File: src/rtl/arbiter_burst_scheduler_if.sv
// Handshake bundle between NUM_REQ requesters, the burst scheduler and the
// shared downstream beat channel.
//
// Signals:
//   enable      - allows new grants
//   req_valid   - per-requester beat valid
//   req_last    - per-requester last beat of burst (qualified by req_valid)
//   req_ready   - per-requester beat accepted
//   out_valid   - downstream beat valid
//   out_ready   - downstream accept
//   out_last    - last beat of the current grant
//   grant       - one-hot grant
//   select      - binary index of the granted requester
//   grant_valid - a grant is active
//   beat_count  - beats already transferred in the current grant
//   burst_done  - one-cycle pulse after the final beat of a grant
//
// Modports:
//   slave  - the scheduler side
//   master - the requester/downstream environment side
interface arbiter_burst_scheduler_if #(
  parameter int NUM_REQ   = 4,
  parameter int MAX_BURST = 16
);
  localparam int SEL_W = $clog2(NUM_REQ);
  localparam int CNT_W = $clog2(MAX_BURST) + 1;

  logic               enable;
  logic [NUM_REQ-1:0] req_valid;
  logic [NUM_REQ-1:0] req_last;
  logic [NUM_REQ-1:0] req_ready;
  logic               out_valid;
  logic               out_ready;
  logic               out_last;
  logic [NUM_REQ-1:0] grant;
  logic [SEL_W-1:0]   select;
  logic               grant_valid;
  logic [CNT_W-1:0]   beat_count;
  logic               burst_done;

  modport slave (
    input  enable, req_valid, req_last, out_ready,
    output req_ready, out_valid, out_last, grant, select,
           grant_valid, beat_count, burst_done
  );

  modport master (
    output enable, req_valid, req_last, out_ready,
    input  req_ready, out_valid, out_last, grant, select,
           grant_valid, beat_count, burst_done
  );
endinterface

File: src/rtl/arbiter_burst_scheduler.sv
// Round-robin burst scheduler: shares one downstream beat channel among
// NUM_REQ requesters. A grant is held for a whole burst, ending on the
// requester's last beat or after MAX_BURST beats. Control only; the data mux
// is built outside from select.
//
// Ports:
//   ap_clk   - clock, all state on the rising edge
//   areset_n - asynchronous active-low reset
//   bus      - scheduler side of arbiter_burst_scheduler_if (see interface)
module arbiter_burst_scheduler #(
  parameter int NUM_REQ   = 4,
  parameter int MAX_BURST = 16
) (
  input  logic                       ap_clk,
  input  logic                       areset_n,
  arbiter_burst_scheduler_if.slave   bus
);
  localparam int SEL_W = $clog2(NUM_REQ);
  localparam int CNT_W = $clog2(MAX_BURST) + 1;
  localparam int SUM_W = SEL_W + 1;

  typedef enum logic {IDLE, GRANT} state_e;

  state_e             state_q, state_d;
  logic [NUM_REQ-1:0] grant_q, grant_d;
  logic [SEL_W-1:0]   select_q, select_d;
  logic [SEL_W-1:0]   rr_ptr_q, rr_ptr_d;
  logic               grant_valid_q, grant_valid_d;
  logic [CNT_W-1:0]   beat_count_q, beat_count_d;
  logic               burst_done_q, burst_done_d;

  logic               pick_found;
  logic [SEL_W-1:0]   pick_sel;
  logic [SUM_W-1:0]   scan_idx;
  logic               out_valid;
  logic               ends_here;
  logic               beat;
  logic               burst_end;

  // Scan requesters starting at rr_ptr and wrapping; first valid one wins.
  // The index is kept one bit wider so the wrap can be done by subtraction.
  always_comb begin
    pick_found = 1'b0;
    pick_sel   = '0;
    scan_idx   = '0;
    for (int off = 0; off < NUM_REQ; off++) begin
      scan_idx = {1'b0, rr_ptr_q} + SUM_W'(off);
      if (scan_idx >= SUM_W'(NUM_REQ)) begin
        scan_idx = scan_idx - SUM_W'(NUM_REQ);
      end
      if (!pick_found && bus.req_valid[scan_idx[SEL_W-1:0]]) begin
        pick_found = 1'b1;
        pick_sel   = scan_idx[SEL_W-1:0];
      end
    end
  end

  // A beat is the last of the grant either because the requester says so or
  // because the cap is reached on this beat.
  assign ends_here = bus.req_last[select_q] | (beat_count_q == CNT_W'(MAX_BURST - 1));
  assign out_valid = grant_valid_q & bus.req_valid[select_q];
  assign beat      = out_valid & bus.out_ready;
  assign burst_end = beat & ends_here;

  // Next-state logic. enable only gates new grants, never an active burst.
  always_comb begin
    state_d       = state_q;
    grant_d       = grant_q;
    select_d      = select_q;
    rr_ptr_d      = rr_ptr_q;
    grant_valid_d = grant_valid_q;
    beat_count_d  = beat_count_q;
    burst_done_d  = 1'b0;
    case (state_q)
      IDLE: begin
        if (bus.enable && pick_found) begin
          grant_d       = {{(NUM_REQ-1){1'b0}}, 1'b1} << pick_sel;
          select_d      = pick_sel;
          grant_valid_d = 1'b1;
          beat_count_d  = '0;
          state_d       = GRANT;
        end
      end
      GRANT: begin
        if (burst_end) begin
          grant_d       = '0;
          grant_valid_d = 1'b0;
          beat_count_d  = '0;
          rr_ptr_d      = (select_q == SEL_W'(NUM_REQ - 1)) ? '0 : select_q + 1'b1;
          burst_done_d  = 1'b1;
          state_d       = IDLE;
        end else if (beat) begin
          beat_count_d = beat_count_q + 1'b1;
        end
      end
      default: state_d = IDLE;
    endcase
  end

  // State registers; reset clears everything, including a burst in progress.
  always_ff @(posedge ap_clk or negedge areset_n) begin
    if (!areset_n) begin
      state_q       <= IDLE;
      grant_q       <= '0;
      select_q      <= '0;
      rr_ptr_q      <= '0;
      grant_valid_q <= 1'b0;
      beat_count_q  <= '0;
      burst_done_q  <= 1'b0;
    end else begin
      state_q       <= state_d;
      grant_q       <= grant_d;
      select_q      <= select_d;
      rr_ptr_q      <= rr_ptr_d;
      grant_valid_q <= grant_valid_d;
      beat_count_q  <= beat_count_d;
      burst_done_q  <= burst_done_d;
    end
  end

  assign bus.out_valid   = out_valid;
  assign bus.out_last    = out_valid & ends_here;
  assign bus.req_ready   = grant_q & {NUM_REQ{bus.out_ready}};
  assign bus.grant       = grant_q;
  assign bus.select      = select_q;
  assign bus.grant_valid = grant_valid_q;
  assign bus.beat_count  = beat_count_q;
  assign bus.burst_done  = burst_done_q;
endmodule

File: src/flat_wrapper.sv
// flat-port wrapper written by rule: the top's interface ports become plain ports
module arbiter_burst_scheduler_flat 
#(
  parameter int NUM_REQ   = 4,
  parameter int MAX_BURST = 16
)
  (ap_clk, areset_n, bus_enable, bus_req_valid, bus_req_last, bus_out_ready, bus_req_ready, bus_out_valid, bus_out_last, bus_grant, bus_select, bus_grant_valid, bus_beat_count, bus_burst_done);
  arbiter_burst_scheduler_if #(.NUM_REQ(NUM_REQ), .MAX_BURST(MAX_BURST)) bus_i ();
  input  logic ap_clk;
  input  logic areset_n;
  input wire logic [$bits(bus_i.enable)-1:0] bus_enable;
  input wire logic [$bits(bus_i.req_valid)-1:0] bus_req_valid;
  input wire logic [$bits(bus_i.req_last)-1:0] bus_req_last;
  input wire logic [$bits(bus_i.out_ready)-1:0] bus_out_ready;
  output wire logic [$bits(bus_i.req_ready)-1:0] bus_req_ready;
  output wire logic [$bits(bus_i.out_valid)-1:0] bus_out_valid;
  output wire logic [$bits(bus_i.out_last)-1:0] bus_out_last;
  output wire logic [$bits(bus_i.grant)-1:0] bus_grant;
  output wire logic [$bits(bus_i.select)-1:0] bus_select;
  output wire logic [$bits(bus_i.grant_valid)-1:0] bus_grant_valid;
  output wire logic [$bits(bus_i.beat_count)-1:0] bus_beat_count;
  output wire logic [$bits(bus_i.burst_done)-1:0] bus_burst_done;
  assign bus_i.enable = bus_enable;
  assign bus_i.req_valid = bus_req_valid;
  assign bus_i.req_last = bus_req_last;
  assign bus_i.out_ready = bus_out_ready;
  assign bus_req_ready = bus_i.req_ready;
  assign bus_out_valid = bus_i.out_valid;
  assign bus_out_last = bus_i.out_last;
  assign bus_grant = bus_i.grant;
  assign bus_select = bus_i.select;
  assign bus_grant_valid = bus_i.grant_valid;
  assign bus_beat_count = bus_i.beat_count;
  assign bus_burst_done = bus_i.burst_done;
  arbiter_burst_scheduler #(.NUM_REQ(NUM_REQ), .MAX_BURST(MAX_BURST)) u_core (.ap_clk(ap_clk), .areset_n(areset_n), .bus(bus_i));
endmodule
File: config.mk
export PLATFORM = sky130hd
export DESIGN_NAME = arbiter_burst_scheduler_flat
export DESIGN_NICKNAME = d
export VERILOG_FILES = /design/src/rtl/arbiter_burst_scheduler_if.sv /design/src/rtl/arbiter_burst_scheduler.sv /design/src/flat_wrapper.sv
export SDC_FILE = /design/constraint.sdc
export NUM_CORES = 1
export LEC_CHECK = 0
export CAP_MARGIN = 20
export CORE_UTILIZATION = 41
export DETAILED_ROUTE_END_ITERATION = 12
export GPL_ROUTABILITY_DRIVEN = 0
export PLACE_DENSITY = 0.75
export SYNTH_ARGS = -nofsm -noshare
export SYNTH_HDL_FRONTEND = slang
export SYNTH_SLANG_ARGS = --single-unit
File: constraint.sdc
create_clock -name ap_clk -period 1.9 [get_ports ap_clk]
set_clock_uncertainty 0.15 [all_clocks]
set_input_delay 0.38 -clock ap_clk [delete_from_list [all_inputs] [get_ports ap_clk]]
set_output_delay 0.38 -clock ap_clk [all_outputs]
set_load 0.01 [all_outputs]
==> results.rst <==
.. list-table::
   :header-rows: 1

   * - Metric
     - Value
   * - Leak Pwr
     - 0.906 nW
   * - Relative area change from synthesis to final layout
     - 86.3%
   * - Clock-pin slew on the worst setup and hold paths
     - 0.10 ns
   * - Hold-fix buffer count after cts
     - 0
   * - Sum of negative setup slack
     - -0.387 ns
   * - Syn Inst Count
     - 101
   * - Port bufs
     - 30
   * - Slack of the critical path
     - -0.161 ns
   * - Via total after detailed routing
     - 1177
   * - Average cell area after synthesis
     - 9.86 sq um
   * - Share of Yosys cell area claimed by the top area cell type
     - 0.402
   * - Type of element launching the critical path
     - register
   * - EDFF count, synth
     - 0
   * - Post-detailed-route count of antenna-violating nets
     - 0
   * - Yosys warnings
     - 0
   * - Fraction of the cycle the final worst path needs
     - 1.08
   * - Highest net fanout along the worst path
     - 3
   * - Sequential share of the synthesized area
     - 0.402
   * - Pin count of the biggest net entering global routing
     - 17
   * - Final net count
     - 189
   * - Share of post-route cells with drive strength above 1
     - 0.416
   * - Net count after synthesis
     - 116
   * - CTS Buf Count
     - 3
   * - Share of flip-flops with an asynchronous set or reset after synthesis
     - 1.00
   * - Worst Tran Pin Value
     - 0.508 ns
   * - Die H
     - 51.3 um
   * - Cell area after placement
     - 1520 sq um
   * - Antenna diode instance count
     - 0
   * - TritonCTS Sinks
     - 16
   * - Post-route standard cell area excluding fillers
     - 1860 sq um
   * - Total congestion overflow
     - 0
   * - Antenna violations before repair
     - 0
   * - Violations in the final reports
     - setup timing
   * - Clock latency on the worst-skew pair
     - 0.29 ns
   * - Pwr/cell area
     - 1460 nW/um^2
   * - Starting utilization of the core area
     - 0.442
   * - Max Fclk
     - 0.485 GHz
   * - Row count
     - 17
   * - Iter 0 DRT Violations
     - 56
   * - Largest cells by area after synthesis
     - dfrtp_1 40%, nand2_1 4.5%, ha_1 3.8%
   * - GRT Overall Usage
     - 0.288
   * - Run status
     - finished with violations
   * - Core occupancy in the finished layout
     - 0.823
   * - Total count of max-transition violations in the final report
     - 0
   * - Kind of end point of the critical path
     - output pin
   * - Required time of the worst setup path
     - 1.37 ns
   * - Library cell occupying the most area in the post-synthesis netlist
     - dfrtp_1
   * - Io pins
     - 31
   * - Min-delay worst type
     - primary input to async pin
   * - Slew Limit Headroom
     - 0.662
   * - Most frequently used flop master after synthesis
     - dfrtp_1
   * - Wire length per cell after detailed routing
     - 18.3 um
   * - Post-synthesis sequential element count
     - 16
   * - Commonest cells after routing, fill and taps aside
     - 33 x buf_4, 14 x clkdlybuf4s50_1, 14 x dfrtp_1
   * - Library cell used as clock root buffer
     - clkbuf_4
   * - Setup Crit Path Kind
     - register to output pin
   * - CTS HTree Levels
     - 1
   * - First-pass GRT wire length
     - 5480 um
   * - Routed Wire Length
     - 3680 um
   * - Peak supply drop
     - 1050 uV
   * - Die area
     - 2630 sq um
   * - Count of filler cells inserted in the layout
     - 130
   * - Layout Cells excl Fill
     - 201
   * - Maximum root-to-sink buffer count
     - 2
   * - Cell Area, Synth
     - 996 sq um
   * - Critical path data arrival time
     - 1.53 ns
   * - Clock period minus worst slack
     - 2.06 ns
   * - Number of detailed-route iterations in the first pass
     - 4
   * - Worst-path cell with the longest stage delay
     - mux4_2
   * - Number of remaining DRC errors
     - 0
   * - Critical path, cell by cell
     - mux4_2 > nor2_8 > nor2_1 > buf_2
   * - CTS tree
     - done
   * - Most frequent standard cell in the layout excluding fill and tap cells
     - buf_4
   * - # placed instances
     - 182
   * - Die Span X
     - 51.3 um
   * - HPWL Detailed
     - 2120 um
   * - Maximum capacitance violations
     - 0
   * - Setup repair after global routing missed its margin
     - true
   * - Placeable core area
     - 2250 sq um
   * - Routed vias/inst
     - 5.86
   * - Vias in the first global route
     - 1148
   * - Post-Place Setup Slack
     - -0.576 ns
   * - Number of library cell types mapped by synthesis
     - 36
   * - Maximum cell stage delay along the critical path
     - 0.57 ns
   * - Setup violators final
     - 8
   * - Fin. Hold Viols
     - 0
[final cells by class]
class | count | area, sq um | share of cell area
Tap cell | 28 | 35.0 | 0.0189
Clock buffer | 4 | 36.3 | 0.0196
Sequential cell | 16 | 403 | 0.217
Multi-Input combinational cell | 76 | 689 | 0.372
Timing Repair Buffer | 72 | 673 | 0.363
Inverter | 5 | 18.8 | 0.0101
[worst max-delay path: cells and delay by family, from the launching register on]
family                 cells  cell delay [ns]
and+or+nand+nor            2             0.15
buffers and inverters      1             0.13
DFF                        1             0.40
muxes                      1             0.57
[sequential cells by signal (all words and copies together), names as in the netlist]
signal and count:
u_core.bus.select 2, u_core.bus.grant 4, u_core.rr_ptr_q 2, u_core.bus.grant_valid 1, u_core.bus.beat_count 5, u_core.state_q 1
u_core.bus.burst_done 1
[report_power, final]
part,internal [W],leakage [nW],switching [W]
clock network,0.000117,0.0210,0.000117
registers,0.000475,0.200,0.000156
logic,0.00102,0.685,0.000826
[logic make-up after synthesis]
logic type      share of synthesized area
compound gates                      0.221
fa+ha+maj                          0.0377
buf+inv                            0.0427
flops                               0.402
mux                                0.0678
simple gates                        0.229
[cell usage after synthesis, drive strengths merged (3+ instances only)]
master and count:
dfrtp 16, nand2 12, o21ai 7, and2 5
inv 5, nand3 5, nand2b 4, nor2 4
buf 3, ha 3, mux2i 3, o31ai 3
o32ai 3
[worst paths after layout]
path | from | to | slack (ns) | cells past startpoint
max | u_core.bus.select[0] | bus_out_last | -0.16 | 4
min | areset_n | u_core.bus.burst_done | 0.26 | 2
max reg2reg | u_core.bus.select[1] | u_core.bus.beat_count[2] | -0.04 | 7
min reg2reg | u_core.bus.grant[0] | u_core.bus.grant[0] | 0.43 | 2
max in group asynchronous | areset_n | u_core.bus.select[1] | 1.12 | 2
min in group ap_clk | u_core.bus.grant[0] | u_core.bus.grant[0] | 0.43 | 2
[routing by layer]
layer	part of all wire	wire length, um	up-vias	global-route usage
met5	0	0	-	0
met4	0.026	95	0	0.131
met3	0.056	207	13	0.0357
met2	0.53	1960	66	0.548
met1	0.38	1420	571	0.312
li1	-	-	527	-
[timing repair]
action / in CTS / in global routing
gates resized for setup: 41 / 19
setup buffers: 9 / 8
pin swaps: 11 / 6
cloned: 1 / 0
setup endpoints to repair: 19 / 22
[stage by stage]
step | hold WS [ns] | power, W
2_1_floorplan | -0.0656 | 0.00126
3_3_place_gp | 0.388 | 0.00192
3_5_place_dp | 0.401 | 0.00195
4_1_cts | 0.262 | 0.00252
5_1_grt | 0.270 | 0.00286
6_report | 0.264 | 0.00272
Note: power is estimated with default switching activity, not from simulation.
